$ cat config.mk
export PLATFORM = sky130hd
export DESIGN_NAME = sysbus_arbiter_flat
export DESIGN_NICKNAME = d
export VERILOG_FILES = /design/src/rtl/sysbus_arbiter_if.sv /design/src/rtl/sysbus_arbiter.sv /design/src/flat_wrapper.sv
export SDC_FILE = /design/constraint.sdc
export NUM_CORES = 1
export LEC_CHECK = 0
export CORE_AREA = 3 3 189 191
export CTS_BUF_LIST = sky130_fd_sc_hd__clkbuf_4 sky130_fd_sc_hd__clkbuf_8
export DETAILED_ROUTE_END_ITERATION = 12
export DIE_AREA = 0 0 192 194
export REMOVE_ABC_BUFFERS = 1
export SLEW_MARGIN = 0
export SYNTH_ARGS = -nofsm -noshare
export SYNTH_HDL_FRONTEND = slang
export SYNTH_SLANG_ARGS = --single-unit
$ cat constraint.sdc
create_clock -name clk -period 4.45 [get_ports clk]
set_input_delay 0.445 -clock clk [delete_from_list [all_inputs] [get_ports clk]]
set_output_delay 0.445 -clock clk [all_outputs]
set_load 0.05 [all_outputs]
$ cat src/rtl/sysbus_arbiter_if.sv
// Sysbus master-port bundle shared by the arbiter and the top-level bus.
// The master side drives the request channel and the response acknowledge.
interface sysbus_arbiter_if #(
    parameter int BUS_DATA_WIDTH = 64,
    parameter int BUS_TAG_WIDTH  = 13
);
    logic                      bus_reqcyc;
    logic [BUS_DATA_WIDTH-1:0] bus_req;
    logic [BUS_TAG_WIDTH-1:0]  bus_reqtag;
    logic                      bus_reqack;
    logic                      bus_respcyc;
    logic [BUS_DATA_WIDTH-1:0] bus_resp;
    logic [BUS_TAG_WIDTH-1:0]  bus_resptag;
    logic                      bus_respack;

    modport master (
        output bus_reqcyc, bus_req, bus_reqtag, bus_respack,
        input  bus_reqack, bus_respcyc, bus_resp, bus_resptag
    );

    modport slave (
        input  bus_reqcyc, bus_req, bus_reqtag, bus_respack,
        output bus_reqack, bus_respcyc, bus_resp, bus_resptag
    );
endinterface

$ cat src/rtl/sysbus_arbiter.sv
// Round-robin arbiter sharing the Sysbus master port among fetch, data-read
// and data-writeback line transactions; one transaction in flight at a time.
module sysbus_arbiter #(
    parameter int BUS_DATA_WIDTH = 64,
    parameter int BUS_TAG_WIDTH  = 13,
    parameter int BEATS          = 8
) (
    input  logic                      clk,
    input  logic                      reset,
    input  logic                      i_req,
    input  logic [BUS_DATA_WIDTH-1:0] i_addr,
    input  logic                      dr_req,
    input  logic [BUS_DATA_WIDTH-1:0] dr_addr,
    input  logic                      dw_req,
    input  logic [BUS_DATA_WIDTH-1:0] dw_addr,
    input  logic [BUS_DATA_WIDTH-1:0] dw_wdata,
    output logic [BUS_DATA_WIDTH-1:0] rdata,
    output logic                      i_rvalid,
    output logic                      dr_rvalid,
    output logic [2:0]                beat,
    output logic                      dw_beat_en,
    output logic                      i_done,
    output logic                      dr_done,
    output logic                      dw_done,
    sysbus_arbiter_if.master          bus
);

    localparam int LINE_BITS = $clog2(BEATS * BUS_DATA_WIDTH / 8);
    localparam logic [BUS_DATA_WIDTH-1:0] LINE_MASK = {{(BUS_DATA_WIDTH-LINE_BITS){1'b1}},
                                                       {LINE_BITS{1'b0}}};
    localparam logic [2:0] LAST_BEAT = 3'(BEATS - 1);

    typedef enum logic [2:0] {IDLE, ADDR, WDATA, RESP, DONE} state_t;
    typedef enum logic [1:0] {OWN_NONE = 2'd0, OWN_I = 2'd1, OWN_DR = 2'd2, OWN_DW = 2'd3} owner_t;

    state_t                    state, state_n;
    owner_t                    owner, rr_ptr, grant;
    logic [BUS_DATA_WIDTH-1:0] addr_q, grant_addr;
    logic [BUS_TAG_WIDTH-1:0]  tag_q;
    logic [2:0]                cnt;
    logic                      resp_acc;

    // First asserted request at or after the round-robin pointer (order I, DR, DW).
    function automatic owner_t pick_grant(input owner_t ptr, input logic ri, input logic rdr,
                                          input logic rdw);
        pick_grant = OWN_NONE;
        unique case (ptr)
            OWN_DR: begin
                if (rdr)      pick_grant = OWN_DR;
                else if (rdw) pick_grant = OWN_DW;
                else if (ri)  pick_grant = OWN_I;
            end
            OWN_DW: begin
                if (rdw)      pick_grant = OWN_DW;
                else if (ri)  pick_grant = OWN_I;
                else if (rdr) pick_grant = OWN_DR;
            end
            default: begin
                if (ri)       pick_grant = OWN_I;
                else if (rdr) pick_grant = OWN_DR;
                else if (rdw) pick_grant = OWN_DW;
            end
        endcase
    endfunction

    // Tag layout: write flag, memory target id, requester id.
    function automatic logic [BUS_TAG_WIDTH-1:0] make_tag(input owner_t own);
        make_tag        = '0;
        make_tag[12]    = (own == OWN_DW);
        make_tag[11:8]  = 4'h1;
        make_tag[7:0]   = {6'b0, own};
    endfunction

    always_comb begin
        grant      = pick_grant(rr_ptr, i_req, dr_req, dw_req);
        grant_addr = '0;
        unique case (grant)
            OWN_I:   grant_addr = i_addr;
            OWN_DR:  grant_addr = dr_addr;
            OWN_DW:  grant_addr = dw_addr;
            default: grant_addr = '0;
        endcase
    end

    assign resp_acc = (state == RESP) && bus.bus_respcyc && (bus.bus_resptag == tag_q);

    always_ff @(posedge clk) begin
        if (reset) begin
            state  <= IDLE;
            rr_ptr <= OWN_I;
            owner  <= OWN_NONE;
            cnt    <= '0;
            addr_q <= '0;
            tag_q  <= '0;
        end else begin
            state <= state_n;
            if (state == IDLE && grant != OWN_NONE) begin
                owner  <= grant;
                addr_q <= grant_addr & LINE_MASK;
                tag_q  <= make_tag(grant);
            end
            if (state == ADDR && bus.bus_reqack)
                cnt <= '0;
            else if (state == WDATA || resp_acc)
                cnt <= cnt + 3'd1;
            if (state == DONE)
                rr_ptr <= (owner == OWN_DW) ? OWN_I : owner_t'(2'(owner) + 2'd1);
        end
    end

    always_comb begin
        state_n = state;
        unique case (state)
            IDLE:    if (grant != OWN_NONE) state_n = ADDR;
            ADDR:    if (bus.bus_reqack) state_n = tag_q[12] ? WDATA : RESP;
            WDATA:   if (cnt == LAST_BEAT) state_n = DONE;
            RESP:    if (resp_acc && cnt == LAST_BEAT) state_n = DONE;
            DONE:    state_n = IDLE;
            default: state_n = IDLE;
        endcase
    end

    // Request channel and completion strobes decode from state; read beats pass straight through.
    always_comb begin
        bus.bus_reqcyc  = 1'b0;
        bus.bus_req     = '0;
        bus.bus_reqtag  = '0;
        bus.bus_respack = resp_acc;
        rdata           = resp_acc ? bus.bus_resp : '0;
        i_rvalid        = resp_acc && (owner == OWN_I);
        dr_rvalid       = resp_acc && (owner == OWN_DR);
        beat            = '0;
        dw_beat_en      = 1'b0;
        i_done          = 1'b0;
        dr_done         = 1'b0;
        dw_done         = 1'b0;
        unique case (state)
            ADDR: begin
                bus.bus_reqcyc = 1'b1;
                bus.bus_req    = addr_q;
                bus.bus_reqtag = tag_q;
            end
            WDATA: begin
                bus.bus_reqcyc = 1'b1;
                bus.bus_req    = dw_wdata;
                bus.bus_reqtag = tag_q;
                dw_beat_en     = 1'b1;
                beat           = cnt;
            end
            RESP: beat = cnt;
            DONE: begin
                i_done  = (owner == OWN_I);
                dr_done = (owner == OWN_DR);
                dw_done = (owner == OWN_DW);
            end
            default: ;
        endcase
    end

endmodule

$ cat src/flat_wrapper.sv
// flat-port wrapper written by rule: the top's interface ports become plain ports
module sysbus_arbiter_flat 
#(
    parameter int BUS_DATA_WIDTH = 64,
    parameter int BUS_TAG_WIDTH  = 13,
    parameter int BEATS          = 8
)
  (clk, reset, i_req, i_addr, dr_req, dr_addr, dw_req, dw_addr, dw_wdata, rdata, i_rvalid, dr_rvalid, beat, dw_beat_en, i_done, dr_done, dw_done, bus_bus_reqcyc, bus_bus_req, bus_bus_reqtag, bus_bus_respack, bus_bus_reqack, bus_bus_respcyc, bus_bus_resp, bus_bus_resptag);
  sysbus_arbiter_if #(.BUS_DATA_WIDTH(BUS_DATA_WIDTH), .BUS_TAG_WIDTH(BUS_TAG_WIDTH)) bus_i ();
  input  logic clk;
  input  logic reset;
  input  logic i_req;
  input  logic [BUS_DATA_WIDTH-1:0] i_addr;
  input  logic dr_req;
  input  logic [BUS_DATA_WIDTH-1:0] dr_addr;
  input  logic dw_req;
  input  logic [BUS_DATA_WIDTH-1:0] dw_addr;
  input  logic [BUS_DATA_WIDTH-1:0] dw_wdata;
  output logic [BUS_DATA_WIDTH-1:0] rdata;
  output logic i_rvalid;
  output logic dr_rvalid;
  output logic [2:0] beat;
  output logic dw_beat_en;
  output logic i_done;
  output logic dr_done;
  output logic dw_done;
  output wire logic [$bits(bus_i.bus_reqcyc)-1:0] bus_bus_reqcyc;
  output wire logic [$bits(bus_i.bus_req)-1:0] bus_bus_req;
  output wire logic [$bits(bus_i.bus_reqtag)-1:0] bus_bus_reqtag;
  output wire logic [$bits(bus_i.bus_respack)-1:0] bus_bus_respack;
  input wire logic [$bits(bus_i.bus_reqack)-1:0] bus_bus_reqack;
  input wire logic [$bits(bus_i.bus_respcyc)-1:0] bus_bus_respcyc;
  input wire logic [$bits(bus_i.bus_resp)-1:0] bus_bus_resp;
  input wire logic [$bits(bus_i.bus_resptag)-1:0] bus_bus_resptag;
  assign bus_bus_reqcyc = bus_i.bus_reqcyc;
  assign bus_bus_req = bus_i.bus_req;
  assign bus_bus_reqtag = bus_i.bus_reqtag;
  assign bus_bus_respack = bus_i.bus_respack;
  assign bus_i.bus_reqack = bus_bus_reqack;
  assign bus_i.bus_respcyc = bus_bus_respcyc;
  assign bus_i.bus_resp = bus_bus_resp;
  assign bus_i.bus_resptag = bus_bus_resptag;
  sysbus_arbiter #(.BUS_DATA_WIDTH(BUS_DATA_WIDTH), .BUS_TAG_WIDTH(BUS_TAG_WIDTH), .BEATS(BEATS)) u_core (.clk(clk), .reset(reset), .i_req(i_req), .i_addr(i_addr), .dr_req(dr_req), .dr_addr(dr_addr), .dw_req(dw_req), .dw_addr(dw_addr), .dw_wdata(dw_wdata), .rdata(rdata), .i_rvalid(i_rvalid), .dr_rvalid(dr_rvalid), .beat(beat), .dw_beat_en(dw_beat_en), .i_done(i_done), .dr_done(dr_done), .dw_done(dw_done), .bus(bus_i));
endmodule
==> results.toml <==
[clock_tree]
postCtsSetupRepairBufs = 0
cts_resized = 0
cts_root_buf = "clkbuf_8"
insertion_delay_ns = 0.37
clock-sinks = 70
cts_tree = "yes"
clock_path_buffers = 2
cts_hold_buffers = 0
cts.reportedPaths.clkPinSlew_ns = 0.09
cts_buffers = 9
h-tree-depth = 3

[detailed_routing]
vias = 7659
drtIter0Drc = 286
antenna_left = 0
viasPerCell = 4.606
wl_mm = 33.86
post_drt_wl_per_cell_um = 20.36
drc_errors = 0
first_pass_iters = 4

[setup_path]
critPathArrivalTime_ns = 3.10
r2r_setup_slack_ns = 2.20
end_kind = "output pin"
cp_cell_sequence = "clkdlybuf4s50_1, nor4_1, nand4_1, nor2_4, buf_12, and2_1, clkdlybuf4s50_1"
cp.required_ns = 4.01
r2r_start = "u_core.state[1]"
cp-start-kind = "primary input"
reg2reg_to = "u_core.addr_q[62]"
slowest_stage = "clkdlybuf4s50_1"
reg2reg_depth = 4
max_stage_delay_ns = 0.84
cp_max_fo = 67
crit_top_cell = "clkdlybuf4s50_1"
critPathKind = "in -> out"

[power_and_ir_drop]
leakagePower_nw = 4.231
power.density_mw_per_mm2 = 228.5
vdd.ir_drop.worst_mv = 0.1566

[logic_synthesis]
synth-async-reset-ratio = 0
synthCells = 803
ys_types = 54
avgSynthCellArea_um2 = 7.655
synth-seq-cells = 70
ys_seq_area_frac = 0.2280
synth-edff-count = 0
ys.flop_type = "dfxtp_1"
netlist_area_mm2 = 0.006147
ys_warn_count = 0

[worst_hold_path]
worstHoldStart = "u_core.cnt[2]"
hp-class = "reg -> reg"
hold_path_end = "u_core.cnt[2]"
hold_depth = 2

[floorplanning]
die_area_mm2 = 0.03725
die_x_um = 192
initial_core_util = 0.1793
io-pin-count = 492
rows = 68
core_mm2 = 0.03429
die_h_um = 194

[global_route]
grt_max_degree = 89
grt_pass1_wl_mm = 49.82
grt_overflow = 0
grt_use_total = 0.1735
first_global_vias = 7803
antenna_found_initial = 3

[cells_and_area]
fillers = 3566
final_net_count = 1548
drive_gt1_frac = 0.08285
instances_no_fill = 1663
area_growth_syn_to_layout_pct = 83.35
final_util = 0.3287

[timing]
tightestPinTransition_ns = 1.018
rsz0062_at_grt = "no"
setup_viol = 0
hold_viol_final = 0
setup_tns_ns = 0
fin_crit_sh = 0.7965
max_freq_ghz = 0.2821
relSlewSlack = 0.3211
fin_skew_ns = 0.02599
period_needed_ns = 3.545
slew_viol_final = 0

[placed_design]
hpwl_mm = 25.17
portBuffers = 464
dp_cells = 1647
routabilityCongestion = 0.8212

[run_status]
outcome = "completed"

[flow_run]
cap_violations = 0
## how the worst max path moves through the flow
stage | from | to | slack [ns] | depth (start not counted)
floorplan | u_core.state[1] | bus_bus_reqtag[12] | -0.37 | 4
global placement | bus_bus_resptag[7] | rdata[36] | 0.87 | 7
detailed placement | bus_bus_resptag[7] | rdata[30] | 0.83 | 7
CTS | bus_bus_resptag[7] | rdata[30] | 0.83 | 7
global route | u_core.state[1] | bus_bus_reqtag[0] | 0.68 | 6
finish | bus_bus_resptag[7] | rdata[34] | 0.91 | 7
## critical path: cells and delay by family
family	cells	cell delay [ns]
buffers and inverters	3	1.47
AND/OR/NAND/NOR	4	1.14
## cells in the final DEF, fill, tap and decap left out, types with 2 or more instances in the layout
cell type	Yosys	layout
a211oi_1	7	7
a211oi_2	51	51
a21oi_1	63	63
a22o_1	58	58
a31oi_1	57	57
and2_1	72	72
and3_1	8	8
and4_1	57	57
buf_12	0	2
buf_4	20	16
clkbuf_8	0	9
clkdlybuf4s50_1	0	463
clkinv_4	0	2
clkinvlp_4	0	2
conb_1	1	9
dfxtp_1	70	70
ha_1	5	5
inv_1	61	61
mux2i_1	6	6
nand2_1	10	10
nand2b_1	5	3
nand4_1	2	2
nor2_1	70	69
nor2_4	0	2
nor2b_1	5	5
nor3_4	2	2
o21ai_0	10	10
o21ai_1	51	51
o31ai_1	2	2
xnor2_1	4	4
## layer usage
layer / track usage / wire length (µm)
met1: 0.1952 / 13110
met5: 0 / 25
met3: 0.05080 / 2987
met4: 0.04398 / 717
met2: 0.3175 / 17020
## synth_stat cells (2+ instances only)
cell,count,area share
buf_4,20,0.024
a211oi_1,7,0.0085
a31oi_1,57,0.058
ha_1,5,0.010
a211oi_2,51,0.10
o21ai_0,10,0.0081
buf_6,4,0.0073
nor2b_1,5,0.0051
a21oi_1,63,0.051
nor2_1,70,0.043
a22o_1,58,0.083
and2_1,72,0.073
xnor2_1,4,0.0057
nand2b_1,5,0.0051
mux2i_1,6,0.0098
clkbuf_1,47,0.029
inv_1,61,0.037
and4_1,57,0.081
o21ai_1,51,0.042
nand2_1,10,0.0061
nand4_1,2,0.0020
and3_1,8,0.0081
nor3_4,2,0.0053
buf_2,28,0.023
dfxtp_1,70,0.23
o31ai_1,2,0.0024
## flip-flops by register name (all words and copies together), names as in the netlist
register,flops
u_core.state,3
u_core.addr_q,58
u_core.cnt,3
u_core.tag_q,3
u_core.rr_ptr,2
u_core.owner,1
## stage by stage
step / total power [W] / hold slack, ns / setup slack, ns / area, µm²
finish: 0.002575 / 0.4956 / 0.9054 / 11270
global route: 0.002733 / 0.5287 / 0.6790 / 11270
floorplan: 0.001421 / 0.4501 / -0.3707 / 5660
detailed placement: 0.002025 / 0.4804 / 0.8338 / 11070
CTS: 0.002626 / 0.4931 / 0.8279 / 11270
global placement: 0.002014 / 0.4656 / 0.8681 / 11070
## cell type report
| type | count | area, µm² | area share |
|---|---|---|---|
| Inverter | 61 | 229.0 | 0.02032 |
| Antenna cell | 1 | 2.502 | 0.0002220 |
| Multi-Input combinational cell | 580 | 4079 | 0.3619 |
| Timing Repair Buffer | 481 | 4795 | 0.4254 |
| Tap cell | 455 | 569.3 | 0.05051 |
| Clock inverter | 6 | 71.32 | 0.006328 |
| Clock buffer | 9 | 123.9 | 0.01099 |
| Sequential cell | 70 | 1401 | 0.1243 |
## report_power, final
part	internal [W]	switching, W
Sequential	0.000699	0.0000592
Combinational	0.000562	0.000685
Clock	0.000261	0.000309
## logic make-up (layout without fill, tap and decap cells)
group,Yosys count,in the layout,synth area share
XOR/XNOR,5,5,0.007124
multiplexers,7,7,0.01160
flip-flops,70,70,0.2280
AO/OA/AOI/OAI,311,311,0.3739
other,1,10,0.0006100
adder cells (fa/ha/maj),5,5,0.01018
buffers and inverters,161,557,0.1213
AND/OR/NAND/NOR,243,243,0.2473
Note: power is estimated with default switching activity, not from simulation.
